File: config.mk
export PLATFORM = sky130hd
export DESIGN_NAME = ps2_host_tx
export DESIGN_NICKNAME = d
export VERILOG_FILES = /design/src/rtl/ps2_host_tx.sv
export SDC_FILE = /design/constraint.sdc
export NUM_CORES = 1
export LEC_CHECK = 0
export ABC_AREA = 1
export CORE_MARGIN = 4
export CORE_UTILIZATION = 35
export DETAILED_ROUTE_END_ITERATION = 6
export GPL_TIMING_DRIVEN = 0
export SLEW_MARGIN = 5
export SYNTH_ARGS = -nofsm -noshare
export SYNTH_HDL_FRONTEND = slang
export SYNTH_SLANG_ARGS = --single-unit
File: constraint.sdc
create_clock -name clk -period 2.75 [get_ports clk]
set_input_delay 0.4125 -clock clk [delete_from_list [all_inputs] [get_ports clk]]
set_output_delay 0.4125 -clock clk [all_outputs]
set_load 0.02 [all_outputs]
File: src/rtl/ps2_host_tx.sv
// Host-to-device PS/2 transmitter: request-to-send, 8 data bits LSB first, odd parity,
// stop, then device ACK check. Drives the open-drain pads through active-high pull-low enables.
module ps2_host_tx #(
  parameter int unsigned INHIBIT_CYCLES = 10000,
  parameter int unsigned TIMEOUT_CYCLES = 1500000
) (
  input  logic       clk,
  input  logic       rst,
  input  logic       ps2_clk_in,
  input  logic       ps2_data_in,
  output logic       ps2_clk_oe,
  output logic       ps2_data_oe,
  input  logic       tx_valid,
  input  logic [7:0] tx_data,
  output logic       tx_ready,
  output logic       busy,
  output logic       done,
  output logic       err
);

  localparam int unsigned CNT_MAX = (INHIBIT_CYCLES > TIMEOUT_CYCLES) ? INHIBIT_CYCLES : TIMEOUT_CYCLES;
  localparam int CW = $clog2(CNT_MAX + 1);

  typedef enum logic [2:0] {
    ST_IDLE,
    ST_INHIBIT,
    ST_START,
    ST_SHIFT,
    ST_ACK,
    ST_WAIT_IDLE
  } state_t;

  function automatic logic odd_parity(input logic [7:0] d);
    return ~^d;
  endfunction

  state_t        state_r, state_s;
  logic [CW-1:0] cnt_r, cnt_s, cnt_inc_s;
  logic [9:0]    frame_r, frame_s;
  logic [3:0]    bit_cnt_r, bit_cnt_s;
  logic [1:0]    clk_sync_r, data_sync_r;
  logic          clk_prev_r;
  logic          fall_s, to_hit_s, data_oe_s, done_s, err_s;

  assign fall_s   = clk_prev_r & ~clk_sync_r[1];
  assign to_hit_s = (cnt_r == CW'(TIMEOUT_CYCLES - 1));

  // Pad synchronizers; idle bus level is high so reset to 1 to avoid a false falling edge.
  always_ff @(posedge clk or negedge rst) begin
    if (!rst) begin
      clk_sync_r  <= 2'b11;
      data_sync_r <= 2'b11;
      clk_prev_r  <= 1'b1;
    end else begin
      clk_sync_r  <= {clk_sync_r[0], ps2_clk_in};
      data_sync_r <= {data_sync_r[0], ps2_data_in};
      clk_prev_r  <= clk_sync_r[1];
    end
  end

  // Next-state, datapath and pulse decode; a falling edge wins over a coinciding timeout.
  always_comb begin
    state_s   = state_r;
    cnt_s     = cnt_r;
    frame_s   = frame_r;
    bit_cnt_s = bit_cnt_r;
    data_oe_s = ps2_data_oe;
    done_s    = 1'b0;
    err_s     = 1'b0;
    cnt_inc_s = to_hit_s ? cnt_r : cnt_r + CW'(1);
    case (state_r)
      ST_IDLE: begin
        data_oe_s = 1'b0;
        if (tx_valid && tx_ready) begin
          frame_s   = {1'b1, odd_parity(tx_data), tx_data};
          bit_cnt_s = 4'd0;
          cnt_s     = {CW{1'b0}};
          state_s   = ST_INHIBIT;
        end else begin
          state_s = ST_IDLE;
        end
      end
      ST_INHIBIT: begin
        if (cnt_r == CW'(INHIBIT_CYCLES - 1)) begin
          cnt_s     = {CW{1'b0}};
          data_oe_s = 1'b1;
          state_s   = ST_START;
        end else begin
          cnt_s = cnt_r + CW'(1);
        end
      end
      ST_START: begin
        cnt_s     = {CW{1'b0}};
        data_oe_s = 1'b1;
        state_s   = ST_SHIFT;
      end
      ST_SHIFT: begin
        cnt_s = cnt_inc_s;
        if (fall_s) begin
          data_oe_s = ~frame_r[0];
          frame_s   = {1'b0, frame_r[9:1]};
          bit_cnt_s = bit_cnt_r + 4'd1;
          if (bit_cnt_r == 4'd9) begin
            state_s = ST_ACK;
          end else begin
            state_s = ST_SHIFT;
          end
        end else if (to_hit_s) begin
          err_s   = 1'b1;
          state_s = ST_IDLE;
        end else begin
          state_s = ST_SHIFT;
        end
      end
      ST_ACK: begin
        cnt_s = cnt_inc_s;
        if (fall_s) begin
          if (data_sync_r[1] == 1'b0) begin
            state_s = ST_WAIT_IDLE;
          end else begin
            err_s   = 1'b1;
            state_s = ST_IDLE;
          end
        end else if (to_hit_s) begin
          err_s   = 1'b1;
          state_s = ST_IDLE;
        end else begin
          state_s = ST_ACK;
        end
      end
      ST_WAIT_IDLE: begin
        cnt_s = cnt_inc_s;
        if (clk_sync_r[1] && data_sync_r[1]) begin
          done_s  = 1'b1;
          state_s = ST_IDLE;
        end else if (to_hit_s) begin
          err_s   = 1'b1;
          state_s = ST_IDLE;
        end else begin
          state_s = ST_WAIT_IDLE;
        end
      end
      default: begin
        data_oe_s = 1'b0;
        state_s   = ST_IDLE;
      end
    endcase
  end

  // State and registered outputs, decoded from the next state so they align with it.
  always_ff @(posedge clk or negedge rst) begin
    if (!rst) begin
      state_r     <= ST_IDLE;
      cnt_r       <= {CW{1'b0}};
      frame_r     <= 10'd0;
      bit_cnt_r   <= 4'd0;
      ps2_clk_oe  <= 1'b0;
      ps2_data_oe <= 1'b0;
      tx_ready    <= 1'b1;
      busy        <= 1'b0;
      done        <= 1'b0;
      err         <= 1'b0;
    end else begin
      state_r     <= state_s;
      cnt_r       <= cnt_s;
      frame_r     <= frame_s;
      bit_cnt_r   <= bit_cnt_s;
      ps2_clk_oe  <= (state_s == ST_INHIBIT) || (state_s == ST_START);
      ps2_data_oe <= (state_s == ST_IDLE) ? 1'b0 : data_oe_s;
      tx_ready    <= (state_s == ST_IDLE);
      busy        <= (state_s != ST_IDLE);
      done        <= done_s;
      err         <= err_s;
    end
  end

endmodule
After elaboration in Yosys (flattened, before gate mapping)
Index checks and enable logic that the tools add are counted.

Bitwise logic cells: 3. Mux-type cells: 33. Eq/ne operators: 16. $add $sub $neg: 2. Reductions and logical operators: 14.

Operators by type and width (number): case mux 21 bit (4 select lines) (1); 2-to-1 mux 21 bit (3); 2-to-1 mux 3 bit (8); adder 21 x 1 -> 21 bit, second input constant (1); == test 21 x 14 -> 1 bit, second input constant (1); == test 21 bit, second input constant (1); 2-to-1 mux 10 bit (2); case mux 10 bit (2 select lines) (1); case mux 3 bit (6 select lines) (1); 2-to-1 mux 1 bit (11); == test 3 x 2 -> 1 bit, second input constant (3); AND reduction 3 bit (3); 2-to-1 mux 4 bit (2); case mux 4 bit (2 select lines) (1); XNOR reduction 8 bit (1); == test 3 x 1 -> 1 bit, second input constant (2); == test 3 bit, second input constant (2); logical NOT 3 bit (2); != test 2 bit, second input constant (3); != test 3 bit, second input constant (2); adder 4 x 1 -> 4 bit, second input constant (1); == test 4 bit, second input constant (1); case mux 1 bit (4 select lines) (1); nonzero test 4 bit (1); other kinds (11) (13).

Bits in registers: 49. Output and inout port bits: 6. Input port bits: 13. Logic and storage cells: 81.

Longest topological paths before layout
Gate-level depths: netlist of run 1.

Word-level depth: 7. Depth in mapped cells: 12. Depth with buffers taken out: 12.

Worst setup path after synthesis of run 1
No wires, ideal clock.

Kind: flip-flop to flip-flop. Start: register cnt_r[0]. End: register ps2_data_oe. Buffers on the path: 0. Stages on the path, launching flop included: 13. Period minus slack after synthesis: 1.702 ns. Setup slack: 1.048 ns. Data required time: 2.632 ns. Library setup time: 0.118 ns. Arrival: 1.584 ns. Cell sequence: dfrtp_1 ha_1 nand2_2 inv_2 nand2_2 nor2_1 nand3_1 nand2_1 nand2_1 nor2_1 nand3_1 nor2_2 nor2_1.

Longest elaborated chain between the ends: 7. Elaborated cells between the ends (all ways): 16. Those cells by class: eq/ne (5); mux (9); reduce/logical (2).

Ends and longest elaborated chain: start: declaration (RTL line 38) `logic [CW-1:0] cnt_r, cnt_s, cnt_inc_s;`; start signal: assignment (RTL line 154) `cnt_r <= {CW{1'b0}};`; start signal: assignment (RTL line 165) `cnt_r <= cnt_s;`; == test 21 bit (RTL line 46) `assign to_hit_s = (cnt_r == CW'(TIMEOUT_CYCLES - 1));`; 2-to-1 mux 3 bit (tied with other cells) (RTL line 136) `end else if (to_hit_s) begin`; 2-to-1 mux 3 bit, on equally long branches (RTL line 133, 117, 99); case mux 3 bit (6 select lines) (RTL line 71) `case (state_r)`; logical NOT 3 bit (RTL line 169) `ps2_data_oe <= (state_s == ST_IDLE) ? 1'b0 : data_oe_s;`; != test 3 bit (no source line) or != test 2 x 1 -> 1 bit (tied branches); AND reduction 3 bit (no source line); end signal: assignment (RTL line 169); end: declaration (RTL line 12) `output logic ps2_data_oe,`.

Parallel ways exist; a longest one is shown, timed or not. A chain may end at the register's enable or synchronous reset.

Final worst setup path of run 1
Start: register cnt_r[0]. End: register cnt_r[8].

Longest elaborated chain between the ends: 3. Elaborated cells between the ends (all ways): 8. Those cells by class: add/sub (1); eq/ne (3); mux (3); reduce/logical (1).

Ends and longest elaborated chain: adder 21 x 1 -> 21 bit (tied with other cells) (RTL line 70, 89); 2-to-1 mux 21 bit (tied with other cells) (RTL line 70) `cnt_inc_s = to_hit_s ? cnt_r : cnt_r + CW'(1);`; case mux 21 bit (4 select lines) or AND reduction 3 bit (tied branches).

Parallel ways exist; a longest one is shown, timed or not. The select of a mux whose other input is x is not followed.

==> results of run 1 <==
[critical path, stage by stage (launching register included)]
cell	delay (ns)
dfrtp_1	0.54
ha_1	0.28
nand2_2	0.13
nor2_8	0.19
nand4_1	0.11
nor2_1	0.21
nand2_1	0.22
nand3b_1	0.14
o21ai_0	0.08
nand2_1	0.09
o21ai_2	0.05
[stage by stage]
stage	hold WS [ns]	instances
floorplan	0.117	415
global placement	0.347	541
detailed placement	0.348	542
CTS	0.119	550
global route	0.149	550
finish	0.0994	550
[metal layers]
layer  vias to the layer above  share of wire (%)
met5                         -                  0
met4                         0                1.0
met3                        11                4.7
met2                        64                 48
met1                      1320                 46
li1                       1405                  -
[cell type report]
type	instances	area (um^2)	share of cell area, %
multi-input combinational	305	1620	45.4
sequential	49	1230	34.5
inverter	52	198	5.53
timing repair buffer	19	195	5.46
tap	108	135	3.78
buffer	9	77.6	2.17
clock buffer	6	72.6	2.03
clock inverter	2	38.8	1.09
[synth_stat cells (all sizes together)]
master    n
a21o      1
a21oi    12
a31oi     8
and2      1
and3      1
buf       8
clkbuf    1
dfrtp    43
dfstp     6
ha        3
inv      52
nand2   100
nand3    39
nand3b    3
nand4    11
nor2     57
nor3     17
nor4      1
o211ai    6
o21ai    27
o21bai    1
o22ai     1
xnor2     6
xor2     10
[state kept, by name, indices dropped and copies added (netlist names)]
name         cells
clk_sync_r       2
cnt_r           21
busy             1
done             1
bit_cnt_r        4
data_sync_r      2
clk_prev_r       1
tx_ready         1
err              1
ps2_clk_oe       1
state_r          3
frame_r         10
ps2_data_oe      1
[report_power, final]
part	switching [uW]	leakage, uW	internal (uW)	total, uW
Clock	268	0.0000558	276	544
Sequential	7.36	0.000541	737	744
Combinational	35.2	0.00102	35.1	70.3
Total	311	0.00162	1050	1360
[worst paths after layout]
path / start / end / slack [ns] / cells after the start
hold / removal: rst / cnt_r[19]$_DFFE_PN0P_ / 0.1 / 1
min in group clk: clk_sync_r[0]$_DFF_PN1_ / clk_sync_r[1]$_DFF_PN1_ / 0.36 / 0
setup reg to reg: cnt_r[0]$_DFFE_PN0P_ / cnt_r[8]$_DFFE_PN0P_ / 0.60 / 10
max in group asynchronous: rst / tx_ready$_DFF_PN1_ / 2.04 / 2
setup / recovery: cnt_r[0]$_DFFE_PN0P_ / cnt_r[8]$_DFFE_PN0P_ / 0.60 / 10
hold reg to reg: clk_sync_r[0]$_DFF_PN1_ / clk_sync_r[1]$_DFF_PN1_ / 0.36 / 0
[kinds of logic after synthesis]
logic type / Yosys count / share of synthesized area [%]
simple gates: 230 / 34.3
buf+inv: 61 / 8.79
compound gates: 56 / 11.8
flops: 49 / 39.4
xor+xnor: 16 / 4.48
fa+ha+maj: 3 / 1.20
==> results.cfg, run 1 <==
[detailed_routing]
dr_total_vias = 2800
remaining_drc_errors = 0
ant_nets = 0
avgRoutedWirePerCell_um = 14.1
vias_per_cell = 5.09
first_iter_violations = 101
first_pass_iters = 5
wirelength_mm = 7.78

[layout]
area_growth_pct = 14.1
fillers = 914
num-nets-final = 457
layout-drive-gt1-share_pct = 15.2
diodes = 0
final_common_cell = nand2_1
fin_util_pct = 41.0
final_cell_mix = 92 x nand2_1, 51 x nor2_1, 43 x dfrtp_1
design_area_um2 = 3570

[yosys]
synth_top_area_share_pct = 34.4
syn_inst = 415
synth_seq_area_share_pct = 39.4
yosys.cell_types.count = 39
ys_top_cells_by_area = dfrtp_1 34%, nand2_1 11%, nor2_1 6.1%
syn_nets = 431
synth_area_leader_cell = dfrtp_1
ys_ff_latch = 49
postSynthAreaPerCell_um2 = 7.54
synthesis.area_um2 = 3130
ys_warn_count = 0

[grt]
grt_max_degree = 27
busiest_layer = met2
track_usage_pct = 16.2
use_met1_pct = 21.8
use_met3_pct = 2.64
grt_pass1_vias = 2798
gr-total-overflow = 0
grt_pass1_wl_mm = 13.6
grtUsageMet2_pct = 27.5
antenna_found_initial = 0

[timing]
rsz0062_at_grt = false
max_freq_mhz = 466
hold_violations = 0
relSlewSlack_pct = 60.0
finalWorstSetupSlack_ns = 0.602
setup_viol = 0
tightest_slew_ns = 0.600
final_max_slew_viol_count = 0
min_period_over_period_pct = 78.1
post-route-min-period_ns = 2.15
fin_skew_ns = 0.00508
fin_setup_tns_ns = 0

[floorplan]
die_x_um = 103
fp.coreArea_um2 = 8720
die-height_um = 103
num_rows = 34
io_pins = 19
dieArea_um2 = 10500
start_util_pct = 35.9

[power]
p_total_uw = 1360
leakage_uw = 0.00162
p_per_area_nw_per_um2 = 380
ir_drop_v = 0.000293

[placed_design]
place_area_um2 = 3460
dp_slack_ns = 0.659
place_congestion = 0.861
dp_hpwl_mm = 5.95
io_buffers = 18

[run]
maxCapViolCount = 0

[cts]
htreeDepth = 2
cts_resized = 0
post_cts.repair.setup_buffers = 0
clk_pin_slew_ns = 0.10
cts_root_buf = clkbuf_8
clkLatencyLatePin_ns = 0.31
numCtsBuffers = 5
cts_buffer_depth = 2
hold_buffers = 0
cts_sinks = 49
cts_tree = done

[critical_path]
worstSetupPathType = reg -> reg
startpoint_type = flip-flop
worstPathMaxFanout = 8
critPathRequiredTime_ns = 2.96
critPathArrivalTime_ns = 2.35
crit_path_end_kind = flip-flop

[outcome]
status = finished clean

[min_path]
hold_class = in -> async
Note: power is estimated with default switching activity, not from simulation.
==> run 2: changes to the inputs <==
- clock period: 2.75 -> 1.9 ns (I/O delays scaled with it)
==> results.cfg, run 2 (synthesis gave the netlist of run 1 again) <==
[outcome]
status = finished clean

[placed_design]
dp_hpwl_mm = 5.95
place_congestion = 0.861
io_buffers = 18
placed_cells = 542

[min_path]
hold_class = reg -> reg

[detailed_routing]
vias_per_cell = 5.10
avgRoutedWirePerCell_um = 14.3
first_iter_violations = 113
dr_total_vias = 2824
first_pass_iters = 4
remaining_drc_errors = 0
ant_nets = 0
wirelength_mm = 7.91

[layout]
fin_util_pct = 41.9
final_common_cell = nand2_1
num-nets-final = 461
diodes = 0
final_cell_mix = 90 x nand2_1, 46 x nor2_1, 42 x dfrtp_1
largestRegisters = cnt_r x21, frame_r x10, bit_cnt_r x4
layout-drive-gt1-share_pct = 18.4
area_growth_pct = 16.7
regMostFlops = cnt_r
largest_reg_flops = 21
final_cell_count_no_fill = 554

[cts]
clkLatencyLatePin_ns = 0.31
cts_root_buf = clkbuf_8
htreeDepth = 2
cts_sinks = 49
clk_pin_slew_ns = 0.10
cts_buffer_depth = 2
cts_tree = done
numCtsBuffers = 5

[critical_path]
worst-path-buf-inv = 0
worstPathMaxFanout = 5
crit_path_end_kind = flip-flop
critPathRequiredTime_ns = 2.11
slowest_stage = dfrtp_1
startpoint_type = flip-flop
cpPeakStageDelay_ns = 0.43
cp_top_family = simple AND/OR/NAND/NOR gates
worstSetupPathType = reg -> reg
critPathArrivalTime_ns = 1.99
cp_cell_sequence = ha_4, nand2_2, nor2_8, nand4_4, nor2_4, nor2_1, nor2_2, nand3_1, nor2_2, nor2_1

[power]
p_total_uw = 1970
p_per_area_nw_per_um2 = 540
power.net_switching_uw = 455
power_frac_seq_pct = 54.6
pwr-share-clk_pct = 40.1
ir_drop_v = 0.000429
comb_power_share_pct = 5.3
swShare_pct = 23.1
p_int_uw = 1520
leakage_uw = 0.00164

[timing]
fin_skew_ns = 0.00481
setup_viol = 0
fin_setup_tns_ns = 0
min_period_over_period_pct = 93.7
hold_violations = 0
max_freq_mhz = 561
relSlewSlack_pct = 59.8
post-route-min-period_ns = 1.78
tightest_slew_ns = 0.603
rsz0062_at_grt = true
final_max_slew_viol_count = 0

[grt]
track_usage_pct = 16.3
antenna_found_initial = 0
grt_pass1_wl_mm = 13.6
grt_pass1_vias = 2808
gr-total-overflow = 0
grt_max_degree = 27

[floorplan]
io_pins = 19
die_x_um = 103
dieArea_um2 = 10500
die-height_um = 103
start_util_pct = 35.9
fp.coreArea_um2 = 8720
num_rows = 34

[run]
maxCapViolCount = 0
## run 2: cell types whose count changed in the layout (fill, tap and decap cells not counted), moves of 2 or more
cell     delta
nor2_1      -5
nand2_2     +2
nand2_1     -2
buf_4       +3
nor2_2      +5
## run 2: cell type report
cell class | instances | area, um^2
multi-input combinational | 305 | 1670
timing repair buffer | 23 | 228
buffer | 9 | 80.1
clock inverter | 2 | 38.8
fill | 910 | 5070
tap | 108 | 135
inverter | 52 | 198
sequential | 49 | 1230
clock buffer | 6 | 72.6
## run 2: layer usage
layer	GRT usage, %	up-vias	wire [um]
met5	0	-	0
met4	3.53	0	89
met3	2.64	12	338
met2	27.6	64	3840
met1	21.9	1334	3640
li1	-	1414	-
## run 2: final timing paths
check / depth (start not counted) / slack (ns) / end / start
worst max-delay path: 10 / 0.12 / ps2_data_oe$_DFFE_PN0P_ / cnt_r[1]$_DFFE_PN0P_
worst min-delay path: 0 / 0.36 / clk_sync_r[1]$_DFF_PN1_ / clk_sync_r[0]$_DFF_PN1_
worst max register to register: 10 / 0.12 / ps2_data_oe$_DFFE_PN0P_ / cnt_r[1]$_DFFE_PN0P_
worst min register to register: 0 / 0.36 / clk_sync_r[1]$_DFF_PN1_ / clk_sync_r[0]$_DFF_PN1_
max in group asynchronous: 3 / 0.77 / tx_ready$_DFF_PN1_ / rst
min in group asynchronous: 2 / 0.51 / cnt_r[19]$_DFFE_PN0P_ / rst
## run 2: power by group through the flow
stage | logic, uW | clock network (uW) | registers [uW]
finish | 104 | 791 | 1080
global route | 120 | 849 | 1080
CTS | 107 | 807 | 1080
detailed placement | 105 | 0 | 1100
global placement | 100 | 0 | 1100
floorplan | 44.9 | 0 | 1090
## run 2: what timing repair did
| action | 4_1_cts | 5_1_grt |
|---|---|---|
| gates resized for setup | 3 | 12 |
| pin swaps | 0 | 2 |
| setup buffers | 1 | 2 |
| hold buffers | 1 | 0 |
| hold endpoints to repair | 20 | 0 |
| gates cloned | 0 | 0 |
| endpoints found under the setup margin | 24 | 17 |
## run 2: metrics by stage
| stage | setup slack (ns) | hold slack (ns) | cell area [um^2] |
|---|---|---|---|
| floorplan | 0.198 | -0.0106 | 3130 |
| global placement | -0.966 | 0.347 | 3450 |
| detailed placement | -0.191 | 0.334 | 3460 |
| CTS | 0.0365 | 0.363 | 3600 |
| global route | -0.0203 | 0.370 | 3650 |
| finish | 0.119 | 0.362 | 3650 |
==> run 3: changes to the inputs <==
- CAP_MARGIN: default -> 20
==> results.cfg, run 3 (synthesis gave the netlist of run 1 again) <==
[floorplan]
die-height_um = 103
fp.coreArea_um2 = 8720
io_pins = 19
dieArea_um2 = 10500
num_rows = 34
die_x_um = 103
start_util_pct = 35.9

[critical_path]
crit_path_end_kind = flip-flop
worstPathMaxFanout = 5
slowest_stage = dfrtp_1
worstSetupPathType = reg -> reg
worst-path-buf-inv = 0
cpPeakStageDelay_ns = 0.43
reg2reg_slack_ns = 0.12
critPathRequiredTime_ns = 2.11
critPathArrivalTime_ns = 1.99
startpoint_type = flip-flop
cp_cell_sequence = ha_4, nand2_2, nor2_8, nand4_4, nor2_4, nor2_1, nor2_2, nand3_1, nor2_2, nor2_1
cp_top_family = simple AND/OR/NAND/NOR gates

[grt]
grt_max_degree = 27
use_met1_pct = 21.9
gr-total-overflow = 0
track_usage_pct = 16.3
grtUsageMet2_pct = 27.6
grt_pass1_vias = 2808
grt_pass1_wl_mm = 13.6
busiest_layer = met2
use_met3_pct = 2.64
antenna_found_initial = 0

[timing]
relSlewSlack_pct = 59.8
post-route-min-period_ns = 1.78
final_max_slew_viol_count = 0
hold_violations = 0
fin_setup_tns_ns = 0
tightest_slew_ns = 0.603
max_freq_mhz = 561
setup_viol = 0
fin_skew_ns = 0.00481
min_period_over_period_pct = 93.7
rsz0062_at_grt = true

[power]
p_per_area_nw_per_um2 = 540
leakage_uw = 0.00164
p_total_uw = 1970
ir_drop_v = 0.000429

[layout]
seq_area_um2 = 1230
largestRegisters = cnt_r x21, frame_r x10, bit_cnt_r x4
multiInputGateArea_um2 = 1670
num-nets-final = 461
final_cell_count_no_fill = 554
fillers = 910
design_area_um2 = 3650
final_cell_mix = 90 x nand2_1, 46 x nor2_1, 42 x dfrtp_1
diodes = 0
regMostFlops = cnt_r
area_growth_pct = 16.7
final_common_cell = nand2_1
layout-drive-gt1-share_pct = 18.4
largest_reg_flops = 21

[placed_design]
io_buffers = 18
dp_hpwl_mm = 5.95
place_area_um2 = 3460
place_congestion = 0.861
placed_cells = 542

[cts]
cts_root_buf = clkbuf_8
cts_buffer_depth = 2
cts_tree = done
cts_sinks = 49
htreeDepth = 2
numCtsBuffers = 5
clkLatencyLatePin_ns = 0.31
clk_pin_slew_ns = 0.10

[run]
maxCapViolCount = 0

[detailed_routing]
ant_nets = 0
first_pass_iters = 4
vias_per_cell = 5.10
wirelength_mm = 7.91
dr_total_vias = 2824
first_iter_violations = 113
avgRoutedWirePerCell_um = 14.3
remaining_drc_errors = 0

[min_path]
hold_class = reg -> reg

[outcome]
status = finished clean
-- run 3: cell counts in the layout (fill, tap and decap cells not counted) --
Identical to the previous run, type by type.
-- run 3: final timing paths --
kind / endpoint / depth (start not counted) / from
hold / removal: clk_sync_r[1]$_DFF_PN1_ / 0 / clk_sync_r[0]$_DFF_PN1_
hold reg to reg: clk_sync_r[1]$_DFF_PN1_ / 0 / clk_sync_r[0]$_DFF_PN1_
setup reg to reg: ps2_data_oe$_DFFE_PN0P_ / 10 / cnt_r[1]$_DFFE_PN0P_
min in group asynchronous: cnt_r[19]$_DFFE_PN0P_ / 2 / rst
setup / recovery: ps2_data_oe$_DFFE_PN0P_ / 10 / cnt_r[1]$_DFFE_PN0P_
max in group asynchronous: tx_ready$_DFF_PN1_ / 3 / rst
-- run 3: metrics by stage --
| step | util [%] | hold WS [ns] | setup slack, ns |
|---|---|---|---|
| 2_1_floorplan | - | -0.0106 | 0.198 |
| 3_3_place_gp | 39.5 | 0.347 | -0.966 |
| 3_5_place_dp | 39.7 | 0.334 | -0.191 |
| 4_1_cts | 41.3 | 0.363 | 0.0365 |
| 5_1_grt | 41.9 | 0.370 | -0.0203 |
| 6_report | 41.9 | 0.362 | 0.119 |
-- run 3: what timing repair did --
action | in CTS | in global routing
hold buffers | 1 | 0
pin swaps | 0 | 2
setup endpoints to repair | 24 | 17
setup buffers | 1 | 2
gates resized for setup | 3 | 12
hold endpoints to repair | 20 | 0
-- run 3: power by group --
part / switching (uW) / leakage [uW] / internal, uW
Clock: 393 / 0.0000558 / 399
Combinational: 51.5 / 0.00104 / 52.1
Sequential: 10.6 / 0.000541 / 1070
Total: 455 / 0.00164 / 1520
-- run 3: layout make-up --
cell class                      instances  share of cell area (%)
Buffer                                  9                    2.19
Clock buffer                            6                    1.99
Clock inverter                          2                    1.06
Inverter                               52                    5.41
Multi-Input combinational cell        305                    45.6
Sequential cell                        49                    33.8
Tap cell                              108                    3.70
Timing Repair Buffer                   23                    6.23
-- run 3: routing by layer --
layer,vias up,wire [um]
li1,1414,-
met1,1334,3640
met2,64,3840
met3,12,338
met4,0,89
met5,-,0
